[src/rtl/tm_pkg.sv]
`default_nettype none
// ============================================================================
// Module   : tm_pkg
// Purpose  : Shared types and constants for the single-tape Turing-machine
//            step controller: FSM state encoding, rule-memory entry layout,
//            machine-state and rule widths.
// Revision : 1.0 - initial release
// ============================================================================
package tm_pkg;

  localparam int STATE_W = 3;   // width of the machine (rule) state
  localparam int RULE_W  = 8;   // width of one rule-memory entry
  localparam int FSM_W   = 3;   // width of the controller FSM encoding

  typedef enum logic [FSM_W-1:0] {
    ST_IDLE  = 3'd0,
    ST_FETCH = 3'd1,
    ST_EXEC  = 3'd2,
    ST_PAUSE = 3'd3,
    ST_HALT  = 3'd4,
    ST_ERROR = 3'd5
  } tm_fsm_e;

  // Rule-memory entry, MSB first: valid, next_state, write_sym, move_left,
  // halt, and one reserved bit that the controller never interprets.
  typedef struct packed {
    logic               valid;
    logic [STATE_W-1:0] next_state;
    logic               write_sym;
    logic               move_left;
    logic               halt;
    logic               rsvd;
  } rule_t;

endpackage
`default_nettype wire

[src/rtl/tm_tape.sv]
`default_nettype none
// ============================================================================
// Module   : tm_tape
// Purpose  : One-bit-per-cell tape storage with bulk load, head-indexed
//            write/read, and the head-move bounds check (no wrap-around).
// Ports    : clock, reset      - clock / async active-high reset (tape -> 0)
//            load, load_data   - bulk load of the whole tape
//            wr_en, wr_bit     - write wr_bit into the cell under head
//            head, move_left   - current head and requested move direction
//            tape, rd_bit      - tape contents and the cell under head
//            head_moved        - head after the requested move
//            move_oob          - requested move would leave the tape
// Revision : 1.0 - initial release
// ============================================================================
module tm_tape #(
  parameter int TAPE_LEN = 16,
  parameter int HEAD_W   = $clog2(TAPE_LEN)
) (
  input  logic                clock,
  input  logic                reset,
  input  logic                load,
  input  logic [TAPE_LEN-1:0] load_data,
  input  logic                wr_en,
  input  logic                wr_bit,
  input  logic [HEAD_W-1:0]   head,
  input  logic                move_left,
  output logic [TAPE_LEN-1:0] tape,
  output logic                rd_bit,
  output logic [HEAD_W-1:0]   head_moved,
  output logic                move_oob
);

  localparam logic [HEAD_W-1:0] c_head_last = HEAD_W'(TAPE_LEN - 1);
  localparam logic [HEAD_W-1:0] c_head_one  = HEAD_W'(1);

  logic [TAPE_LEN-1:0] r_tape;

  always_ff @(posedge clock or posedge reset) begin
    if (reset) begin
      r_tape <= '0;
    end else if (load) begin
      r_tape <= load_data;
    end else if (wr_en) begin
      r_tape[head] <= wr_bit;
    end
  end

  assign tape   = r_tape;
  assign rd_bit = r_tape[head];

  // "move_left" advances toward the higher cell index.
  assign head_moved = move_left ? (head + c_head_one) : (head - c_head_one);
  assign move_oob   = move_left ? (head == c_head_last) : (head == '0);

endmodule
`default_nettype wire

[src/rtl/tm_step_ctrl.sv]
`default_nettype none
// ============================================================================
// Module   : tm_step_ctrl
// Purpose  : Step controller for a single-tape binary Turing machine driven
//            from an external combinational-read 16x8 rule memory. Each step
//            is FETCH (look up rule) + EXEC (write, move, change state), with
//            optional single-step pausing, halt and error detection.
// Ports    : clock, reset          - clock / async active-high reset
//            start                 - begin a run (IDLE/HALT/ERROR only)
//            step_mode, step       - pause after each step / resume one step
//            tape_load, tape_init  - load tape (IDLE/HALT/ERROR only)
//            rule_re, rule_addr    - rule-memory read strobe and address
//            rule_data             - rule-memory entry (see tm_pkg::rule_t)
//            tape, head, cur_state - machine state
//            busy, halted, error   - run status decoded from the FSM
//            step_count            - executed steps, saturating at 255
// Revision : 1.0 - initial release
// ============================================================================
module tm_step_ctrl
  import tm_pkg::*;
#(
  parameter int TAPE_LEN  = 16,
  parameter int HEAD_INIT = 8
) (
  input  logic                        clock,
  input  logic                        reset,
  input  logic                        start,
  input  logic                        step_mode,
  input  logic                        step,
  input  logic                        tape_load,
  input  logic [TAPE_LEN-1:0]         tape_init,
  output logic                        rule_re,
  output logic [3:0]                  rule_addr,
  input  logic [RULE_W-1:0]           rule_data,
  output logic [TAPE_LEN-1:0]         tape,
  output logic [$clog2(TAPE_LEN)-1:0] head,
  output logic [STATE_W-1:0]          cur_state,
  output logic                        busy,
  output logic                        halted,
  output logic                        error,
  output logic [7:0]                  step_count
);

  localparam int                HEAD_W      = $clog2(TAPE_LEN);
  localparam logic [HEAD_W-1:0] c_head_init = HEAD_W'(HEAD_INIT);
  localparam logic [7:0]        c_cnt_max   = 8'hFF;

  tm_fsm_e             r_state;
  tm_fsm_e             w_state_next;
  rule_t               r_rule;
  logic [HEAD_W-1:0]   r_head;
  logic [STATE_W-1:0]  r_cur_state;
  logic [7:0]          r_step_count;

  logic                w_rest;       // FSM is in a state that accepts start/load
  logic                w_start_run;
  logic                w_load;
  logic                w_exec_ok;    // EXEC with a valid rule: write + state update
  logic                w_rd_bit;
  logic [HEAD_W-1:0]   w_head_moved;
  logic                w_move_oob;
  logic                w_unused_rsvd;

  assign w_rest      = (r_state == ST_IDLE) || (r_state == ST_HALT) || (r_state == ST_ERROR);
  assign w_start_run = w_rest && start;
  assign w_load      = w_rest && tape_load;
  assign w_exec_ok   = (r_state == ST_EXEC) && r_rule.valid;

  assign w_unused_rsvd = r_rule.rsvd;

  tm_tape #(
    .TAPE_LEN (TAPE_LEN),
    .HEAD_W   (HEAD_W)
  ) u_tape (
    .clock      (clock),
    .reset      (reset),
    .load       (w_load),
    .load_data  (tape_init),
    .wr_en      (w_exec_ok),
    .wr_bit     (r_rule.write_sym),
    .head       (r_head),
    .move_left  (r_rule.move_left),
    .tape       (tape),
    .rd_bit     (w_rd_bit),
    .head_moved (w_head_moved),
    .move_oob   (w_move_oob)
  );

  // FSM state register
  always_ff @(posedge clock or posedge reset) begin
    if (reset) begin
      r_state <= ST_IDLE;
    end else begin
      r_state <= w_state_next;
    end
  end

  // Next-state and state-decoded outputs
  always_comb begin
    w_state_next = r_state;
    rule_re      = 1'b0;
    busy         = 1'b0;
    halted       = 1'b0;
    error        = 1'b0;
    case (r_state)
      ST_IDLE, ST_HALT, ST_ERROR: begin
        halted = (r_state == ST_HALT);
        error  = (r_state == ST_ERROR);
        if (start) begin
          w_state_next = ST_FETCH;
        end
      end
      ST_FETCH: begin
        rule_re      = 1'b1;
        busy         = 1'b1;
        w_state_next = ST_EXEC;
      end
      ST_EXEC: begin
        busy = 1'b1;
        if (!r_rule.valid) begin
          w_state_next = ST_ERROR;
        end else if (r_rule.halt) begin
          w_state_next = ST_HALT;
        end else if (w_move_oob) begin
          w_state_next = ST_ERROR;
        end else if (step_mode) begin
          w_state_next = ST_PAUSE;
        end else begin
          w_state_next = ST_FETCH;
        end
      end
      ST_PAUSE: begin
        busy = 1'b1;
        if (step || !step_mode) begin
          w_state_next = ST_FETCH;
        end
      end
      default: begin
        w_state_next = ST_IDLE;
      end
    endcase
  end

  // Head, machine state, step counter and rule register
  always_ff @(posedge clock or posedge reset) begin
    if (reset) begin
      r_head       <= c_head_init;
      r_cur_state  <= '0;
      r_step_count <= '0;
      r_rule       <= '0;
    end else begin
      if (w_start_run) begin
        r_head       <= c_head_init;
        r_cur_state  <= '0;
        r_step_count <= '0;
      end
      if (r_state == ST_FETCH) begin
        r_rule <= rule_data;
      end
      if (w_exec_ok) begin
        r_cur_state <= r_rule.next_state;
        if (r_step_count != c_cnt_max) begin
          r_step_count <= r_step_count + 8'd1;
        end
        // Halting or an out-of-range move leaves the head where it is.
        if (!r_rule.halt && !w_move_oob) begin
          r_head <= w_head_moved;
        end
      end
    end
  end

  // The address is formed from registers, so it is already valid in FETCH
  // even when the tape was loaded on the same edge as start.
  assign rule_addr  = {r_cur_state, w_rd_bit};
  assign head       = r_head;
  assign cur_state  = r_cur_state;
  assign step_count = r_step_count;

endmodule
`default_nettype wire

[config.mk]
export PLATFORM = sky130hd
export DESIGN_NAME = tm_step_ctrl
export DESIGN_NICKNAME = d
export VERILOG_FILES = /design/src/rtl/tm_pkg.sv /design/src/rtl/tm_tape.sv /design/src/rtl/tm_step_ctrl.sv
export SDC_FILE = /design/constraint.sdc
export NUM_CORES = 1
export LEC_CHECK = 0
export CAP_MARGIN = 20
export CORE_AREA = 2 2 78 80
export CTS_CLUSTER_DIAMETER = 40
export DETAILED_ROUTE_END_ITERATION = 10
export DIE_AREA = 0 0 80 82
export PLACE_DENSITY_LB_ADDON = 0.25
export SYNTH_ARGS = -nofsm -noshare
export SYNTH_HDL_FRONTEND = slang
export SYNTH_SLANG_ARGS = --single-unit
[constraint.sdc]
create_clock -name clock -period 2 [get_ports clock]
set_input_delay 0.3 -clock clock [delete_from_list [all_inputs] [get_ports clock]]
set_output_delay 0.3 -clock clock [all_outputs]
set_load 0.005 [all_outputs]
==> results.cfg, run 1 <==
[clock_tree]
cts_root_buf = clkbuf_8
hold_buffers = 0
clock_latency_ns = 0.29
path_clk_slew_ns = 0.07
clockBufferDepth = 2
clock_sinks = 41
cts_made_buffers = 5
cts_max_level = 2
cts_tree = yes

[floorplanning]
die_x_um = 80
ios = 69
core_area_sq_um = 5746
start_util_pct = 41.40
chipHeight_um = 82
rows = 28
die-area_sq_um = 6560

[place]
portBuffers = 67
placed_area_sq_um = 3244
place_congestion = 0.8031
dp_hpwl_um = 4222

[synth]
synth_nets = 273
netlist.area_leader.share_pct = 42.08
synth-seq-cells = 41
yosys.area.top_type = dfrtp_1
synth_ff_type = dfrtp_1
syn-cell-area_sq_um = 2379
synth-seq-area-share_pct = 43.19
synth_edf_count = 0
async_flop_share_pct = 100.0
synth_warnings = 0
yosys.cell_types.count = 44
syn_inst = 239
synth_area_leaders = dfrtp_1 42%, mux2i_1 8.0%, nor2_1 4.3%
syn_area_per_cell_sq_um = 9.952

[timing]
setup_tns_ns = -0.2168
max_freq_mhz = 451.1
grt_setup_unrepaired = yes
hold_violations = 0
worst-slew-pin-transition_ns = 0.5293
clock-skew-final_ns = 0.005667
slew_viol_final = 0
setup_violations = 1
worst_hold_slack_ns = 0.4332
slew_headroom_pct = 64.71
min_period_ns = 2.217
fin_crit_sh_pct = 110.8
setup_ws_ns = -0.2168

[layout]
drive_above_1_share_pct = 19.63
multi_input_area_sq_um = 1227
antenna_cells = 0
syn2layout_area_growth_pct = 41.66
final_nets = 359
postLayoutCellArea_sq_um = 3369
post-route-util_pct = 58.65
n_fill_cell = 530
seq_area_sq_um = 1032

[status]
status = complete, but fails checks
violations = negative setup slack

[power]
p_per_area_nw_per_um2 = 1414
power_leakage_nw = 1.462
ir_drop_mv = 0.7834

[critical_path]
worstPathArrival_ns = 1.92
required_ns = 1.70
critPathKind = flop to output pin
critPathLaunchType = flop
path_max_fanout = 6
cp-end-kind = output pin

[global_routing]
grt-ovfl-total = 0
grt_pass1_wl_um = 9301
antenna_found_initial = 0
grt_pass1_vias = 1989
grt_max_degree = 42
grt_util_all_layers_pct = 18.34

[route]
drtIter0Drc = 59
wire_per_inst_um = 14.35
drcViolationCount = 0
drtAntennaViolNets = 0
finalWirelength_um = 5756
routed-via-count = 2073
vias_per_cell = 5.170
dr.pass1.iters = 4

[job]
cap_violations = 0

[hold_path]
min-delay-path-class = primary input to async pin
==> placed cells by master, fill, tap and decap left out, types with 2 or more instances in the layout <==
| cell | Yosys | final |
|---|---|---|
| clkdlybuf4s50_1 | 0 | 66 |
| o211ai_1 | 3 | 3 |
| mux2i_1 | 19 | 19 |
| ha_1 | 3 | 3 |
| xnor2_1 | 3 | 3 |
| nor2_1 | 27 | 25 |
| nand2_1 | 13 | 13 |
| o22ai_1 | 4 | 4 |
| clkbuf_8 | 0 | 5 |
| and3_1 | 2 | 2 |
| nor2_2 | 0 | 2 |
| inv_1 | 7 | 6 |
| buf_4 | 4 | 31 |
| nand4_1 | 5 | 5 |
| a21oi_1 | 19 | 19 |
| nand3b_1 | 2 | 2 |
| dfrtp_1 | 40 | 36 |
| mux4_2 | 2 | 5 |
| nand2b_1 | 3 | 2 |
| o21ai_0 | 13 | 13 |
| clkbuf_1 | 8 | 3 |
| nand4bb_1 | 2 | 2 |
| mux2_2 | 6 | 6 |
| nand3_1 | 15 | 15 |
| a21o_1 | 3 | 3 |
| nor2b_1 | 3 | 3 |
| and3b_1 | 2 | 2 |
| or3_1 | 4 | 3 |
| dfrtp_2 | 0 | 4 |
==> through the flow <==
step	total power, mW	setup slack (ns)	std cells
2_1_floorplan	2.907	0.002498	239
3_3_place_gp	4.086	-0.3550	390
3_5_place_dp	4.131	-0.3432	390
4_1_cts	4.741	-0.2354	401
5_1_grt	5.142	-0.3045	401
6_report	4.764	-0.2168	401
==> registers in the layout, indices dropped and copies added, names as in the netlist <==
signal       flops
r_state          3
step_count       8
cur_state        3
head             4
u_tape.tape     16
r_rule           7
==> what timing repair did <==
| action | 4_1_cts | 5_1_grt |
|---|---|---|
| setup endpoints to repair | 2 | 7 |
| endpoints found under the hold margin | 0 | 0 |
| gates resized for setup | 10 | 9 |
| gates cloned | 0 | 0 |
| pin swaps | 3 | 3 |
| buffers inserted | 3 | 0 |
==> cell usage after synthesis (2+ instances only) <==
library cell / instances
a2111oi_0: 2
a21o_1: 3
a21oi_1: 19
and3_1: 2
and3b_1: 2
buf_2: 4
buf_4: 4
buf_6: 3
clkbuf_1: 8
dfrtp_1: 40
ha_1: 3
inv_1: 7
mux2_2: 6
mux2i_1: 19
mux4_1: 3
mux4_2: 2
nand2_1: 13
nand2b_1: 3
nand3_1: 15
nand3b_1: 2
nand4_1: 5
nand4bb_1: 2
nor2_1: 27
nor2b_1: 3
o211ai_1: 3
o21ai_0: 13
o22ai_1: 4
or3_1: 4
xnor2_1: 3
==> routing by layer <==
metal	vias to the layer above	share of wire, %	track usage [%]
li1	1034	-	-
met1	971	45	23.38
met2	60	48	30.83
met3	8	5.3	4.835
met4	0	1.1	5.254
met5	-	0	0
==> power by group <==
| part | internal [mW] | switching, mW |
|---|---|---|
| logic | 1.56 | 1.15 |
| registers | 1.18 | 0.340 |
| clock network | 0.248 | 0.280 |
| total | 2.99 | 1.77 |
==> worst max-delay path: stages, from the launching register on <==
cell     delay, ns
dfrtp_2       0.46
mux4_2        0.52
mux4_2        0.50
buf_2         0.15
==> cells by family after synthesis <==
family	share of synthesized area [%]
compound gates	12.41
xor+xnor	1.105
fa+ha+maj	2.420
buf+inv	6.050
flops	43.19
mux	16.04
simple gates	18.78
==> area by class of cell <==
| class | count | share of cell area (%) |
|---|---|---|
| inverter | 7 | 0.7798 |
| timing repair buffer | 99 | 27.00 |
| multi-input combinational | 171 | 36.43 |
| tap | 75 | 2.785 |
| clock buffer | 8 | 2.377 |
| sequential | 41 | 30.63 |
==> path summary, 6_finish.rpt <==
check / depth (start not counted) / start / slack, ns / endpoint
min: 3 / reset / 0.43 / u_tape.tape[7]$_DFFE_PP0P_
min reg2reg: 2 / r_rule[5]$_DFFE_PP0P_ / 0.48 / cur_state[1]$_DFFE_PP0P_
max reg2reg: 6 / head[1]$_DFF_PP0_ / 0.05 / head[3]$_DFF_PP1_
max: 3 / head[0]$_DFF_PP0_ / -0.22 / rule_addr[0]
max in group asynchronous: 3 / reset / 1.17 / head[1]$_DFF_PP0_
min in group clock: 2 / r_rule[5]$_DFFE_PP0P_ / 0.48 / cur_state[1]$_DFFE_PP0P_
Power figures use the tool's default switching activity.
==> inputs of run 2 (changes only) <==
--- a/config.mk
+++ b/config.mk
@@ -6,11 +6,11 @@
 export NUM_CORES = 1
 export LEC_CHECK = 0
 export CAP_MARGIN = 20
-export CORE_AREA = 2 2 78 80
+export CORE_AREA = 10 10 86 88
 export CTS_CLUSTER_DIAMETER = 40
 export DETAILED_ROUTE_END_ITERATION = 10
-export DIE_AREA = 0 0 80 82
-export PLACE_DENSITY_LB_ADDON = 0.25
+export DIE_AREA = 0 0 96 98
+export PLACE_DENSITY = 0.74
 export SYNTH_ARGS = -nofsm -noshare
 export SYNTH_HDL_FRONTEND = slang
 export SYNTH_SLANG_ARGS = --single-unit
==> results.cfg, run 2 (synthesized netlist as in run 1, its figures left out) <==
[clock_tree]
clock_latency_ns = 0.30
cts_made_buffers = 5
path_clk_slew_ns = 0.08
cts_root_buf = clkbuf_8
hold_buffers = 0
clock_sinks = 41
cts_max_level = 2
clockBufferDepth = 2
cts_tree = yes

[layout]
n_fill_cell = 523
drive_above_1_share_pct = 22.73
largest_reg_flops = 16
syn2layout_area_growth_pct = 45.13
layout_common_cells = 66 x clkdlybuf4s50_1, 35 x dfrtp_1, 34 x buf_4
final_nets = 363
antenna_cells = 0
final_common_cell = clkdlybuf4s50_1
stdcell_count = 405
postLayoutCellArea_sq_um = 3452

[route]
dr.pass1.iters = 4
drcViolationCount = 0
drtIter0Drc = 84
finalWirelength_um = 6558
routed-via-count = 2129
wire_per_inst_um = 16.19
vias_per_cell = 5.257
drtAntennaViolNets = 0

[global_routing]
grt_util_all_layers_pct = 13.99
antenna_found_initial = 0
grt_pass1_vias = 2206
grt_pass1_wl_um = 10640
grt_max_degree = 42
grt-ovfl-total = 0

[place]
place_congestion = 0.8325
dp_hpwl_um = 4875
dp_slack_ns = -0.3823
portBuffers = 67
placed_area_sq_um = 3249
dp_cells = 389

[floorplanning]
rows = 28
die-area_sq_um = 9408
core_area_sq_um = 5746
ios = 69
start_util_pct = 41.40
die_x_um = 96
chipHeight_um = 98

[power]
p_total_mw = 4.964
p_per_area_nw_per_um2 = 1438
power_leakage_nw = 1.488
ir_drop_mv = 0.6875

[critical_path]
critPathLaunchType = flop
required_ns = 1.70
rr_endpoint = head[3]$_DFF_PP1_
critPathKind = flop to output pin
cp-end-kind = output pin
worstPathArrival_ns = 1.94
r2r_setup_slack_ns = 0.03
path_max_fanout = 5
reg2reg_depth = 6
timing.rr.start = head[1]$_DFF_PP0_

[status]
violations = negative setup slack
status = complete, but fails checks

[timing]
setup_violations = 1
fin_crit_sh_pct = 112.2
hold_violations = 0
max_freq_mhz = 445.7
clock-skew-final_ns = 0.008841
slew_headroom_pct = 63.74
grt_setup_unrepaired = yes
setup_tns_ns = -0.2436
slew_viol_final = 0
setup_ws_ns = -0.2436
worst-slew-pin-transition_ns = 0.5382
min_period_ns = 2.244

[hold_path]
min-delay-path-class = primary input to async pin

[job]
cap_violations = 0
[run 2: per-stage QoR]
step           utilization [%]  hold slack, ns
2_1_floorplan                -          0.4087
3_3_place_gp             56.55          0.4521
3_5_place_dp             56.55          0.4698
4_1_cts                  58.67          0.3536
5_1_grt                  60.08          0.3835
6_report                 60.08          0.3338
[run 2: layout make-up]
cell class | count | area, sq um | share of cell area (%)
Sequential cell | 41 | 1033 | 29.94
Timing Repair Buffer | 103 | 952.2 | 27.58
Multi-Input combinational cell | 171 | 1257 | 36.43
Clock buffer | 5 | 68.82 | 1.993
Inverter | 7 | 28.78 | 0.8336
Clock inverter | 3 | 17.52 | 0.5074
Tap cell | 75 | 93.84 | 2.718
[run 2: worst max-delay path by stage]
| stage | start | end | cells past startpoint |
|---|---|---|---|
| after floorplan | head[0]$_DFF_PP0_ | rule_addr[0] | 4 |
| after global placement | head[0]$_DFF_PP0_ | rule_addr[0] | 3 |
| after detailed placement | head[0]$_DFF_PP0_ | rule_addr[0] | 3 |
| after CTS | head[0]$_DFF_PP0_ | rule_addr[0] | 3 |
| after global routing | head[0]$_DFF_PP0_ | rule_addr[0] | 3 |
| final | head[0]$_DFF_PP0_ | rule_addr[0] | 3 |
[run 2: power by group]
part	switching, mW	leakage (nW)	internal (mW)
logic	1.28	0.957	1.65
registers	0.310	0.487	1.19
clock network	0.298	0.0439	0.241
total	1.88	1.49	3.08
[run 2: timing repair]
| action | in CTS | in global routing |
|---|---|---|
| pin swaps | 1 | 7 |
| gates resized for setup | 15 | 9 |
| cloned | 0 | 0 |
| buffers inserted | 3 | 5 |
| setup endpoints to repair | 3 | 7 |
[run 2: worst max-delay path: stages (launching register included)]
cell,delay [ns]
dfrtp_2,0.45
mux4_2,0.53
mux4_2,0.51
buf_2,0.15
[run 2: layer usage]
layer	global-route usage (%)	part of all wire (%)
met1	16.12	41
met2	23.10	49
met3	5.130	8.4
met4	4.767	2.1
met5	0	0
